--- src/rtl/pwm_dt_pkg.sv ---
// Shared constants for the dead-time generator: FSM state codes, CSR offsets, CTRL bit positions
// and the mapping from FSM state to the raw (pre-polarity) high/low leg levels.
package pwm_dt_pkg;

    typedef logic [2:0] dt_state_t;

    localparam dt_state_t ST_IDLE    = 3'd0;
    localparam dt_state_t ST_LOW_ON  = 3'd1;
    localparam dt_state_t ST_DEAD_LH = 3'd2;
    localparam dt_state_t ST_HIGH_ON = 3'd3;
    localparam dt_state_t ST_DEAD_HL = 3'd4;

    localparam logic [7:0] OFS_CTRL   = 8'h00;
    localparam logic [7:0] OFS_DTRISE = 8'h04;
    localparam logic [7:0] OFS_DTFALL = 8'h08;
    localparam logic [7:0] OFS_STAT   = 8'h0C;

    localparam int CTRL_EN   = 0;
    localparam int CTRL_INVH = 1;
    localparam int CTRL_INVL = 2;

    // Returns {high_leg, low_leg}; every state other than the two ON states keeps both legs off.
    function automatic logic [1:0] raw_legs(input dt_state_t st);
        case (st)
            ST_LOW_ON:  return 2'b01;
            ST_HIGH_ON: return 2'b10;
            default:    return 2'b00;
        endcase
    endfunction

endpackage

--- src/rtl/pwm_dt_csr.sv ---
// Register block for the dead-time generator: address decode, CTRL/DTRISE/DTFALL storage,
// registered read port and the strobe that clears the swallow counter on any write to STAT.
module pwm_dt_csr
    import pwm_dt_pkg::*;
#(
    parameter int pBlockAdrsMap = 8,
    parameter int pAdrsMap      = 3,
    parameter int pBusAdrsBit   = 15,
    parameter int pDtWidth      = 10
) (
    input  logic                 clk,
    input  logic                 rst_n,
    input  logic [31:0]          wd,
    input  logic [pBusAdrsBit:0] adrs,
    input  logic                 wcke,
    input  dt_state_t            stat_state,
    input  logic [15:0]          swallow_cnt,
    output logic [31:0]          rd,
    output logic                 vd,
    output logic                 en,
    output logic                 inv_h,
    output logic                 inv_l,
    output logic [pDtWidth-1:0]  dt_rise,
    output logic [pDtWidth-1:0]  dt_fall,
    output logic                 cnt_clr
);

    logic                hit;
    logic [7:0]          offset;
    logic [2:0]          ctrl_reg;
    logic [pDtWidth-1:0] dt_rise_reg;
    logic [pDtWidth-1:0] dt_fall_reg;
    logic [31:0]         read_data;
    logic [31:0]         rd_reg;
    logic                vd_reg;
    logic                unused_wd;

    assign hit       = (adrs[pBusAdrsBit -: pBlockAdrsMap] == pBlockAdrsMap'(pAdrsMap));
    assign offset    = adrs[7:0];
    assign cnt_clr   = wcke && hit && (offset == OFS_STAT);
    assign unused_wd = ^wd[31:pDtWidth];

    always_comb begin
        read_data = '0;
        case (offset)
            OFS_CTRL:   read_data[2:0]          = ctrl_reg;
            OFS_DTRISE: read_data[pDtWidth-1:0] = dt_rise_reg;
            OFS_DTFALL: read_data[pDtWidth-1:0] = dt_fall_reg;
            OFS_STAT:   read_data               = {swallow_cnt, 13'd0, stat_state};
            default:    read_data               = '0;
        endcase
    end

    always_ff @(posedge clk or negedge rst_n) begin
        if (!rst_n) begin
            ctrl_reg    <= '0;
            dt_rise_reg <= '0;
            dt_fall_reg <= '0;
            rd_reg      <= '0;
            vd_reg      <= 1'b0;
        end else begin
            if (wcke && hit) begin
                case (offset)
                    OFS_CTRL:   ctrl_reg    <= wd[2:0];
                    OFS_DTRISE: dt_rise_reg <= wd[pDtWidth-1:0];
                    OFS_DTFALL: dt_fall_reg <= wd[pDtWidth-1:0];
                    default:    ;
                endcase
            end
            // A write cycle never returns data, even when it hits this block.
            vd_reg <= hit && !wcke;
            rd_reg <= (hit && !wcke) ? read_data : '0;
        end
    end

    assign rd      = rd_reg;
    assign vd      = vd_reg;
    assign en      = ctrl_reg[CTRL_EN];
    assign inv_h   = ctrl_reg[CTRL_INVH];
    assign inv_l   = ctrl_reg[CTRL_INVL];
    assign dt_rise = dt_rise_reg;
    assign dt_fall = dt_fall_reg;

endmodule

--- src/rtl/pwm_deadtime_gen.sv ---
// Turns a single-ended PWM into a complementary half-bridge pair with programmable dead time,
// swallowing input pulses that are shorter than the dead interval.
module pwm_deadtime_gen
    import pwm_dt_pkg::*;
#(
    parameter int pBlockAdrsMap = 8,
    parameter int pAdrsMap      = 3,
    parameter int pBusAdrsBit   = 15,
    parameter int pDtWidth      = 10
) (
    input  logic                 iSysClk,
    input  logic                 iSysRst,
    input  logic                 iPwm,
    output logic                 oPwmH,
    output logic                 oPwmL,
    input  logic [31:0]          iSUsiWd,
    input  logic [pBusAdrsBit:0] iSUsiAdrs,
    input  logic                 iSUsiWCke,
    output logic [31:0]          oSUsiRd,
    output logic                 oSUsiVd
);

    localparam logic [pDtWidth-1:0] DT_ONE = {{(pDtWidth-1){1'b0}}, 1'b1};

    logic                en;
    logic                inv_h;
    logic                inv_l;
    logic [pDtWidth-1:0] dt_rise;
    logic [pDtWidth-1:0] dt_fall;
    logic                cnt_clr;

    logic                rpwm_reg;
    dt_state_t           state_reg, state_next;
    logic [pDtWidth-1:0] dt_cnt_reg, dt_cnt_next;
    logic [15:0]         swallow_reg;
    logic                swallow_inc;
    logic                pwm_h_reg, pwm_l_reg;
    logic [1:0]          legs_next;
    dt_state_t           rise_state, fall_state;

    pwm_dt_csr #(
        .pBlockAdrsMap (pBlockAdrsMap),
        .pAdrsMap      (pAdrsMap),
        .pBusAdrsBit   (pBusAdrsBit),
        .pDtWidth      (pDtWidth)
    ) u_csr (
        .clk         (iSysClk),
        .rst_n       (iSysRst),
        .wd          (iSUsiWd),
        .adrs        (iSUsiAdrs),
        .wcke        (iSUsiWCke),
        .stat_state  (state_reg),
        .swallow_cnt (swallow_reg),
        .rd          (oSUsiRd),
        .vd          (oSUsiVd),
        .en          (en),
        .inv_h       (inv_h),
        .inv_l       (inv_l),
        .dt_rise     (dt_rise),
        .dt_fall     (dt_fall),
        .cnt_clr     (cnt_clr)
    );

    // A zero dead time skips the dead state entirely so the legs swap on the very next cycle.
    // Loading N-1 makes the dead state last exactly N cycles including the expiry cycle.
    assign rise_state = (dt_rise == '0) ? ST_HIGH_ON : ST_DEAD_LH;
    assign fall_state = (dt_fall == '0) ? ST_LOW_ON  : ST_DEAD_HL;

    always_comb begin
        state_next  = state_reg;
        dt_cnt_next = dt_cnt_reg;
        swallow_inc = 1'b0;
        if (!en) begin
            state_next = ST_IDLE;
        end else begin
            case (state_reg)
                ST_IDLE: begin
                    if (rpwm_reg) begin
                        state_next  = rise_state;
                        dt_cnt_next = dt_rise - DT_ONE;
                    end else begin
                        state_next  = fall_state;
                        dt_cnt_next = dt_fall - DT_ONE;
                    end
                end
                ST_LOW_ON: begin
                    if (rpwm_reg) begin
                        state_next  = rise_state;
                        dt_cnt_next = dt_rise - DT_ONE;
                    end
                end
                ST_HIGH_ON: begin
                    if (!rpwm_reg) begin
                        state_next  = fall_state;
                        dt_cnt_next = dt_fall - DT_ONE;
                    end
                end
                ST_DEAD_LH: begin
                    if (!rpwm_reg) begin
                        state_next  = ST_LOW_ON;
                        swallow_inc = 1'b1;
                    end else if (dt_cnt_reg == '0) begin
                        state_next = ST_HIGH_ON;
                    end else begin
                        dt_cnt_next = dt_cnt_reg - DT_ONE;
                    end
                end
                ST_DEAD_HL: begin
                    if (rpwm_reg) begin
                        state_next  = ST_HIGH_ON;
                        swallow_inc = 1'b1;
                    end else if (dt_cnt_reg == '0) begin
                        state_next = ST_LOW_ON;
                    end else begin
                        dt_cnt_next = dt_cnt_reg - DT_ONE;
                    end
                end
                default: state_next = ST_IDLE;
            endcase
        end
    end

    assign legs_next = raw_legs(state_next);

    always_ff @(posedge iSysClk or negedge iSysRst) begin
        if (!iSysRst) begin
            rpwm_reg    <= 1'b0;
            state_reg   <= ST_IDLE;
            dt_cnt_reg  <= '0;
            swallow_reg <= '0;
            pwm_h_reg   <= 1'b0;
            pwm_l_reg   <= 1'b0;
        end else begin
            rpwm_reg   <= iPwm;
            state_reg  <= state_next;
            dt_cnt_reg <= dt_cnt_next;
            if (cnt_clr) begin
                swallow_reg <= '0;
            end else if (swallow_inc && (swallow_reg != 16'hFFFF)) begin
                swallow_reg <= swallow_reg + 16'd1;
            end
            pwm_h_reg <= legs_next[1] ^ inv_h;
            pwm_l_reg <= legs_next[0] ^ inv_l;
        end
    end

    assign oPwmH = pwm_h_reg;
    assign oPwmL = pwm_l_reg;

endmodule

--- config.mk ---
export PLATFORM = sky130hd
export DESIGN_NAME = pwm_deadtime_gen
export DESIGN_NICKNAME = d
export VERILOG_FILES = /design/src/rtl/pwm_dt_pkg.sv /design/src/rtl/pwm_dt_csr.sv /design/src/rtl/pwm_deadtime_gen.sv
export SDC_FILE = /design/constraint.sdc
export NUM_CORES = 1
export LEC_CHECK = 0
export BUFFER_PORTS_ARGS = -buffer_cell sky130_fd_sc_hd__buf_4
export CAP_MARGIN = 15
export CORE_ASPECT_RATIO = 1.75
export CORE_MARGIN = 8
export CORE_UTILIZATION = 50
export CTS_CLUSTER_SIZE = 20
export DETAILED_ROUTE_END_ITERATION = 7
export GPL_TIMING_DRIVEN = 0
export PLACE_DENSITY = 0.76
export SYNTH_ARGS = -nofsm -noshare
export SYNTH_HDL_FRONTEND = slang
export SYNTH_SLANG_ARGS = --single-unit
--- constraint.sdc ---
create_clock -name iSysClk -period 2.1 [get_ports iSysClk]
set_input_delay 0.42 -clock iSysClk [delete_from_list [all_inputs] [get_ports iSysClk]]
set_output_delay 0.42 -clock iSysClk [all_outputs]
set_load 0.01 [all_outputs]
==> results by group, run 1 <==
Outcome
  – Outcome: finished, violations left
  – Failing checks: negative setup slack

Critical path
  – CP Class: reg -> reg
  – WP buf/inv: 1
  – Crit path arrival time: 2.44 ns
  – Slowest CP cell: or3b_4
  – Critical Path Max Stage Delay: 0.42 ns
  – Crit. End Element: flip-flop
  – CP top delay family: compound AO/OA/AOI/OAI gates
  – CP max FO: 5
  – Startpoint type of the worst setup path: flip-flop
  – CP Data Required Time: 2.32 ns
  – Critical Path, Cell by Cell: inv_2, ha_4, or3b_4, o41ai_1, o21ai_1, a21oi_2, nand4_1, xnor2_1

STA
  – Min Tclk post-route: 2.217 ns
  – Final setup margin: -0.1171 ns
  – Fin. max-slew vios: 0
  – Hold Violations, Final: 0
  – Worst-Margin Slew: between 1 and 1.5 ns
  – Relative slew slack: 0.3324
  – Hold WS: 0.1894 ns
  – RSZ-0062 raised after global routing: yes
  – Clk_skew: about 0.0095 ns
  – Fmax achieved: 451.0 MHz
  – Final critical-path share of the clock period: 1.056
  – Final setup vio count: 6

Placement
  – Placement Cell Area: approximately 5100 µm²
  – Gp weighted congestion: 0.9086
  – Buffers added on ports: 56
  – Dpl hpwl: 8.819 mm
  – Placed Cells: 621
  – Place WS: -0.3880 ns

Finish
  – Number of flip-flops in the largest register: 26
  – # diodes: 0
  – Post-Layout Cell Count: 659
  – Register area: 2054 µm²
  – Fin util: 0.6530
  – Layout cells sized above 1: 0.3191
  – Nets: 591
  – Area grow syn2layout: 29.26%
  – Fillers: 674
  – Multi-input logic area: 2494 µm²
  – Design Area, Final: about 6000 µm²

Clock network
  – CTS buffer count: 9
  – Worst-path clk slew: 0.06 ns
  – Root Driver: clkbuf_16
  – CTS H-Tree Depth: 3
  – Max Root-Sink Buffers: 2
  – CTS sink count: just over 80
  – CTS tree: yes
  – Worst skew pair latency: about 0.35 ns

Global routing
  – First-pass GRT wire length: 19.82 mm
  – Remaining global-route overflow: 0
  – Largest net degree at the start of global routing: 83
  – Global Route Usage Sum: 0.2079
  – Initial antenna violation count: 0
  – Vias in the first global route: 4026

Logic synthesis
  – Sequential share of the synthesized area: 0.4553
  – Share of Yosys cell area claimed by the top area cell type: 0.4553
  – Post-synth ARST share: 1.000
  – Post-synth EDFFs: 0
  – Dominant synthesized flop cell: dfrtp_1
  – Synth cell types: 68
  – Mean area per synthesized cell: 10.24 µm²
  – Synth area leader: dfrtp_1
  – Synthesized flop and latch total: 82
  – Yosys Warn Count: 0
  – Mapped Cells: between 400 and 500
  – Cell Area, Synth: 4507 µm²
  – Largest cells by area after synthesis: dfrtp_1 46%, nor2_1 4.0%, xnor2_1 3.9%

Pwr
  – Lkg Pwr: 2.621 nW
  – Worst ir drop on vdd: 0.8016 mV
  – PD cells: 566.3 nW/µm²

Die
  – Initial Util: 0.5052
  – Die W: 87.77 µm
  – Rows: 46
  – Core area: ~8900 µm²
  – DIE AREA: 12430 µm²
  – Num ports: 87
  – Die Height: 141.6 µm

Route
  – Routed WL: 12.57 mm
  – Number of remaining DRC errors: 0
  – TritonRoute pass-1 iters: 4
  – Drt first-iter violations: 257
  – Drt via density: approximately 5.7
  – Antenna Nets Post-Route: 0
  – DR vias: 3755
  – Routed WL per cell: 19.07 µm

Min path
  – Worst min-delay path class: in -> reg

Run
  – # Max-Cap Violations: 0
## cells in the final DEF (no fill, tap or decap), types with 3 or more instances in the layout
cell type / n
mux2_2: 7
nand2_1: 22
o22ai_1: 5
a31oi_1: 4
xor2_1: 18
a21oi_1: 9
nor3_2: 3
nor4_4: 3
inv_2: 4
a211oi_1: 3
xnor2_1: 18
o32ai_1: 3
a22oi_1: 8
dfrtp_1: 80
clkbuf_16: 9
clkbuf_8: 4
nor2_1: 47
clkbuf_1: 9
nor3_4: 4
buf_6: 5
mux2i_1: 9
nor3_1: 12
and3_1: 6
buf_4: 86
nor3b_1: 6
and2_1: 17
or4_4: 4
nor4_1: 4
inv_1: 6
nand4_1: 9
o21ai_0: 4
nand3_1: 8
ha_1: 3
conb_1: 6
o21ai_1: 11
and4_1: 3
mux2_1: 15
a211oi_2: 3
o211ai_1: 3
## logic make-up (layout without fill, tap and decap cells)
logic type / count (synthesis) / count (layout) / share of synthesized area
and+or+nand+nor: 171 / 171 / 0.2091
DFF: 82 / 82 / 0.4553
xor gates and xnor gates: 39 / 39 / 0.07579
other: 1 / 6 / 0.0008321
muxes: 33 / 33 / 0.08495
buffers and inverters: 39 / 132 / 0.05386
adders and majority gates: 5 / 5 / 0.01388
AOI/OAI and AO/OA: 70 / 71 / 0.1063
## worst paths after layout
check,start,endpoint,slack (ns),cells past startpoint
min in group asynchronous,iSysRst,swallow_reg[12],0.25,1
worst max register to register,dt_cnt_reg[0],oPwmL,-0.12,8
worst min register to register,u_csr.ctrl_reg[1],oPwmH,0.50,1
worst min-delay path,iPwm,rpwm_reg,0.19,1
worst max-delay path,dt_cnt_reg[0],oPwmL,-0.12,8
max in group asynchronous,iSysRst,swallow_reg[0],1.15,1
## layer usage
layer | vias to the layer above | wire, µm | GRT usage
li1 | 1749 | - | -
met1 | 1855 | 4363 | 0.1972
met2 | 114 | 7253 | 0.3876
met3 | 37 | 407 | 0.04345
met4 | 0 | 543 | 0.1241
met5 | - | 0 | 0
## cells in the mapped netlist, drive strengths merged, types with 8 or more instances
library cell  instances
nand4                 9
buf                  13
o21ai                15
clkbuf               15
and2                 18
mux2i                 9
a22oi                 8
nor3                 19
xnor2                20
a21oi                12
nand2                23
nand3                 8
nor2                 50
xor2                 19
mux2                 22
inv                  10
dfrtp                82
## cell type report
class | instances | share of cell area
clock buffer | 11 | 0.03995
sequential | 82 | 0.3527
multi-input combinational | 325 | 0.4280
tap | 120 | 0.02577
timing repair buffer | 82 | 0.1070
buffer | 23 | 0.03007
clock inverter | 5 | 0.009450
inverter | 11 | 0.007088
## report_power, final
group	internal (mW)	switching (mW)
registers	1.58	0.00318
logic	0.0843	0.0982
clock network	0.916	0.614
## stage by stage
step | power, mW | setup TNS (ns)
global route | 3.385 | -1.303
global placement | 1.773 | -10.20
CTS | 3.308 | -0.6349
detailed placement | 1.776 | -11.79
finish | 3.299 | -0.3482
floorplan | 1.689 | -0.03056
## timing repair
item                       CTS  global route
cloned                       2             0
buffers inserted            18             7
pin swaps                   24            14
hold buffers                 0             0
gates resized for setup     40            21
setup endpoints to repair   35            38
No activity file was read; power rests on OpenSTA's default activity.
==> inputs of run 2 (changes only) <==
--- a/config.mk
+++ b/config.mk
@@ -5,15 +5,18 @@
 export SDC_FILE = /design/constraint.sdc
 export NUM_CORES = 1
 export LEC_CHECK = 0
+export ABC_AREA = 1
 export BUFFER_PORTS_ARGS = -buffer_cell sky130_fd_sc_hd__buf_4
 export CAP_MARGIN = 15
 export CORE_ASPECT_RATIO = 1.75
 export CORE_MARGIN = 8
 export CORE_UTILIZATION = 50
+export CTS_CLUSTER_DIAMETER = 30
 export CTS_CLUSTER_SIZE = 20
 export DETAILED_ROUTE_END_ITERATION = 7
 export GPL_TIMING_DRIVEN = 0
 export PLACE_DENSITY = 0.76
+export SLEW_MARGIN = 20
 export SYNTH_ARGS = -nofsm -noshare
 export SYNTH_HDL_FRONTEND = slang
 export SYNTH_SLANG_ARGS = --single-unit
==> results by group, run 2 <==
Pwr
  – PD cells: 889.6 nW/µm²
  – Clock group share of total power: 0.340
  – Psw: 1.611 mW
  – Sequential share of power: 0.391
  – Worst ir drop on vdd: 0.5744 mV
  – Sw frac: 0.3311
  – Internal power: about 3.3 mW
  – Lkg Pwr: 2.676 nW
  – Total power: ~4.9 mW
  – Power share of the combinational group: 0.270

Logic synthesis
  – Mapped Cells: 585
  – Sequential share of the synthesized area: 0.4535
  – Post-synth EDFFs: 0
  – Synthesized flop and latch total: slightly above 80
  – Share of Yosys cell area claimed by the top area cell type: 0.4535
  – Most common cell in the netlist: nand2_1
  – Synth cell types: 41
  – Yosys Warn Count: 0
  – Mean area per synthesized cell: 7.734 µm²
  – Dominant synthesized flop cell: dfrtp_1
  – Most frequent cells after synthesis: 127 x nand2_1, 82 x dfrtp_1, 73 x inv_1
  – Largest cells by area after synthesis: dfrtp_1 45%, nand2_1 11%, nand3_1 6.1%
  – Cell Area, Synth: 4524 µm²
  – Synth area leader: dfrtp_1
  – Post-synth ARST share: 1.000

Global routing
  – Initial antenna violation count: 0
  – Vias in the first global route: around 4.3k
  – First-pass GRT wire length: 19.85 mm
  – Largest net degree at the start of global routing: 83
  – Met1 GRT Util: 0.1880
  – Met3 Resource Use GR: 0.03766
  – Remaining global-route overflow: 0
  – Global Route Usage Sum: 0.2067
  – M2 GR Usage: 0.3849
  – Grt peak-use layer: met2

Critical path
  – CP max FO: 5
  – CP Data Required Time: 2.32 ns
  – Startpoint type of the worst setup path: flip-flop
  – Crit path arrival time: 2.21 ns
  – Critical Path Max Stage Delay: between 0.3 and 0.4 ns
  – Critical Path, Cell by Cell: inv_1, ha_1, nand3_1, nor2_1, nand2_1, nand3_1, nand2_1, nand2_1, nand3_1, nand2_1, nand2_1
  – CP top delay family: simple AND/OR/NAND/NOR gates
  – WP buf/inv: 1
  – CP Class: reg -> reg
  – Crit. End Element: flip-flop
  – Crit-path most repeated cell: nand2_1
  – Slowest CP cell: dfrtp_1

STA
  – RSZ-0062 raised after global routing: no
  – Fmax achieved: 504.3 MHz
  – Clk_skew: 0.01055 ns
  – Final critical-path share of the clock period: 0.9442
  – Hold WS: -0.01202 ns
  – Relative slew slack: 0.6566
  – Min Tclk post-route: 1.983 ns
  – Worst-Margin Slew: 0.5097 ns
  – Final setup vio count: 0
  – Fin. max-slew vios: 0
  – Hold Violations, Final: 26
  – Setup TNS: 0 ns

Die
  – DIE AREA: 12470 µm²
  – Die W: 87.91 µm
  – Core area: 8921 µm²
  – Num ports: 87
  – Initial Util: 0.5072
  – Die Height: 141.8 µm
  – Rows: 46

Clock network
  – Hold Buf Count CTS: 0
  – Worst-path clk slew: around 0.06 ns
  – CTS sink count: 82
  – Worst skew pair latency: 0.34 ns
  – CTS buffer count: 9
  – CTS H-Tree Depth: 3
  – Root Driver: clkbuf_16
  – CTS tree: yes
  – Postcts setup bufs: 0
  – Max Root-Sink Buffers: 2

Placement
  – Dpl hpwl: between 9 and 10 mm
  – Buffers added on ports: 58
  – Gp weighted congestion: between 0.9 and 1

Finish
  – Nets: 717
  – Number of flip-flops in the largest register: 26
  – Area grow syn2layout: 20.91%
  – Layout cells sized above 1: 0.1669
  – # diodes: 0
  – Commonest non-fill, non-tap cell in the layout: nand2_1
  – Most frequent cells in the layout: 127 x nand2_1, 82 x dfrtp_1, 73 x inv_1

Route
  – Drt first-iter violations: ~210
  – TritonRoute pass-1 iters: 5
  – Drt via density: 5.364
  – Antenna Nets Post-Route: 0
  – DR vias: approximately 4.2k
  – Number of remaining DRC errors: 0
  – Routed WL per cell: roughly 16 µm
  – Routed WL: 12.40 mm

Outcome
  – Outcome: finished, violations left
  – Failing checks: negative hold slack

Run
  – # Max-Cap Violations: 0

Min path
  – Worst min-delay path class: in -> async
run 2: cell families (layout without fill, tap and decap cells):
family	count (synthesis)	in the layout	synth area share
buffers and inverters	94	169	0.08767
xor gates and xnor gates	23	23	0.04452
DFF	82	82	0.4535
adders and majority gates	5	5	0.01383
other	1	6	0.0008289
and+or+nand+nor	298	298	0.2992
AOI/OAI and AO/OA	82	82	0.1004
run 2: what timing repair did:
item | 4_1_cts | 5_1_grt
gates resized for setup | 0 | 1
hold endpoints to repair | 0 | 0
endpoints found under the setup margin | 0 | 7
run 2: layout make-up:
type                            count  area, µm²
Buffer                             18      108.9
Clock buffer                       11      232.7
Clock inverter                      5      78.83
Fill cell                         761       3451
Inverter                           76      287.8
Multi-Input combinational cell    414       2097
Sequential cell                    82       2052
Tap cell                          120      150.1
Timing Repair Buffer               59      462.9
run 2: path summary, 6_finish.rpt:
kind	slack [ns]	depth (start not counted)	from	end
max	0.12	11	u_csr.dt_fall[0]	oPwmL
min	-0.01	1	iSysRst	swallow_reg[13]
max reg2reg	0.12	11	u_csr.dt_fall[0]	oPwmL
min reg2reg	0.48	2	u_csr.ctrl_reg[1]	oPwmH
max in group asynchronous	1.51	2	iSysRst	state_reg[0]
min in group iSysClk	0.19	1	iPwm	rpwm_reg
run 2: layer usage:
metal | up-vias | wire [µm]
met4 | 0 | 659
met2 | 148 | 6967
met1 | 1972 | 4214
met5 | - | 0
met3 | 50 | 555
li1 | 2041 | -
run 2: power groups by stage:
stage | clock (mW) | combinational, mW | sequential, mW
after global routing | 1.75 | 1.50 | 1.92
after floorplan | 0 | 0.947 | 1.89
final | 1.65 | 1.31 | 1.90
after detailed placement | 0 | 1.28 | 1.92
after global placement | 0 | 1.25 | 1.91
after CTS | 1.67 | 1.30 | 1.89
run 2: stage by stage:
step	instance area [µm²]	instances	hold slack (ns)	worst slack, ns	utilization
3_3_place_gp	5129	768	0.4538	0.07721	0.5749
3_5_place_dp	5129	768	0.4638	0.05043	0.5749
6_report	5470	785	-0.01202	0.1171	0.6132
5_1_grt	5470	785	0.01073	0.03250	0.6132
2_1_floorplan	4543	590	0.1244	0.4630	-
4_1_cts	5440	784	0.1821	0.09745	0.6098
==> inputs of run 3 (changes only) <==
--- a/config.mk
+++ b/config.mk
@@ -5,7 +5,6 @@
 export SDC_FILE = /design/constraint.sdc
 export NUM_CORES = 1
 export LEC_CHECK = 0
-export ABC_AREA = 1
 export BUFFER_PORTS_ARGS = -buffer_cell sky130_fd_sc_hd__buf_4
 export CAP_MARGIN = 15
 export CORE_ASPECT_RATIO = 1.75
@@ -14,6 +13,7 @@
 export CTS_CLUSTER_DIAMETER = 30
 export CTS_CLUSTER_SIZE = 20
 export DETAILED_ROUTE_END_ITERATION = 7
+export GPL_ROUTABILITY_DRIVEN = 0
 export GPL_TIMING_DRIVEN = 0
 export PLACE_DENSITY = 0.76
 export SLEW_MARGIN = 20
==> results by group, run 3 (same netlist as run 1, synthesis figures left out) <==
Global routing
  – Largest net degree at the start of global routing: 83
  – Remaining global-route overflow: 0
  – Met1 GRT Util: 0.1955
  – Initial antenna violation count: 0
  – Vias in the first global route: 4066
  – Met3 Resource Use GR: 0.05098
  – Global Route Usage Sum: 0.2152
  – M2 GR Usage: 0.3956
  – First-pass GRT wire length: 20.43 mm
  – Grt peak-use layer: met2

Finish
  – Area grow syn2layout: 32.01%
  – Commonest non-fill, non-tap cell in the layout: buf_4
  – Most frequent cells in the layout: 84 x buf_4, 79 x dfrtp_1, 45 x nor2_1
  – Nets: roughly 590
  – # diodes: 0
  – Fillers: 653
  – Layout cells sized above 1: 0.3383
  – Number of flip-flops in the largest register: 26
  – Fin util: 0.6669

Die
  – Num ports: 87
  – Rows: between 40 and 50
  – Die Height: 141.6 µm
  – Die W: 87.77 µm
  – DIE AREA: 12430 µm²
  – Initial Util: 0.5052
  – Core area: 8921 µm²

STA
  – Min Tclk post-route: about 2.2 ns
  – Final critical-path share of the clock period: 1.048
  – Hold Violations, Final: 0
  – Fin. max-slew vios: 0
  – Setup TNS: -0.3169 ns
  – Worst-Margin Slew: 0.7393 ns
  – Fmax achieved: approximately 450 MHz
  – Relative slew slack: 0.5071
  – Final setup vio count: 6
  – RSZ-0062 raised after global routing: yes
  – Clk_skew: 0.005049 ns
  – Final setup margin: -0.1009 ns

Route
  – Drt via density: 5.865
  – Routed WL per cell: 19.75 µm
  – Routed WL: approximately 13 mm
  – TritonRoute pass-1 iters: 5
  – Drt first-iter violations: 291
  – DR vias: a little under 4k
  – Antenna Nets Post-Route: 0
  – Number of remaining DRC errors: 0

Placement
  – Buffers added on ports: 56
  – Dpl hpwl: ~9.0 mm

Clock network
  – Worst skew pair latency: between 0.3 and 0.4 ns
  – Max Root-Sink Buffers: 2
  – CTS tree: yes
  – Hold Buf Count CTS: 0
  – CTS buffer count: 9
  – Worst-path clk slew: 0.06 ns
  – CTS sink count: 82
  – Root Driver: clkbuf_16
  – CTS H-Tree Depth: 3

Critical path
  – Worst Setup SP: u_csr.dt_fall[0]
  – CP max FO: 4
  – R2R Path Start: u_csr.dt_fall[0]
  – Crit path arrival time: approximately 2.4 ns
  – CP Class: reg -> reg
  – CP Data Required Time: 2.32 ns
  – Crit. End Element: flip-flop
  – Startpoint type of the worst setup path: flip-flop

Outcome
  – Outcome: finished, violations left
  – Failing checks: negative setup slack

Pwr
  – PD cells: 567.7 nW/µm²
  – Worst ir drop on vdd: 0.4662 mV
  – Lkg Pwr: roughly 2.7 nW

Min path
  – Worst min-delay path class: in -> async

Run
  – # Max-Cap Violations: 0
-- run 3: final timing paths --
check | cells after the start | endpoint | slack [ns]
max in group asynchronous | 1 | swallow_reg[0] | 1.42
hold / removal | 1 | swallow_reg[12] | 0.11
min in group iSysClk | 1 | rpwm_reg | 0.18
hold reg to reg | 1 | oPwmH | 0.49
setup reg to reg | 8 | oPwmL | -0.10
setup / recovery | 8 | oPwmL | -0.10
-- run 3: layout make-up --
cell class                      count  area [µm²]  share of cell area
Buffer                             23       173.9             0.02923
Multi-Input combinational cell    324        2557              0.4299
Timing Repair Buffer               85       673.1              0.1131
Clock buffer                       12       246.5             0.04143
Clock inverter                      4       51.30            0.008622
Inverter                           11       41.29            0.006940
Sequential cell                    82        2056              0.3455
Tap cell                          120       150.1             0.02524
-- run 3: critical path, stage by stage (launching register included) --
cell and delay, ns:
dfrtp_1 0.43, inv_2 0.11, ha_4 0.15, or4b_4 0.51
nor3_4 0.25, o21ai_2 0.09, a21oi_2 0.26, nand4_1 0.14
xnor2_1 0.15
-- run 3: timing repair --
action	CTS	global route
cloned	0	1
pin swaps	19	17
resized for setup	38	37
buffers inserted	19	9
endpoints found under the setup margin	36	44
-- run 3: layer usage --
layer	vias to the layer above	share of wire
met5	-	0
met4	0	0.058
met3	62	0.046
met2	167	0.57
met1	1900	0.33
li1	1748	-
-- run 3: per-stage QoR --
step | hold slack [ns] | total power [mW] | std cells | area, µm² | worst slack, ns
2_1_floorplan | 0.1244 | 1.689 | 445 | 4539 | -0.02086
3_3_place_gp | 0.4769 | 1.774 | 621 | 5110 | -0.3618
3_5_place_dp | 0.4819 | 1.778 | 621 | 5110 | -0.3811
4_1_cts | 0.1769 | 3.374 | 653 | 5712 | -0.06048
5_1_grt | 0.1738 | 3.465 | 661 | 5949 | -0.1742
6_report | 0.1066 | 3.377 | 661 | 5949 | -0.1009
-- run 3: power by group --
group          leakage (nW)  internal, mW  switching [mW]
logic                  1.49        0.0928           0.106
clock network         0.143         0.955           0.637
registers              1.05          1.58         0.00428
total                  2.68          2.63           0.747
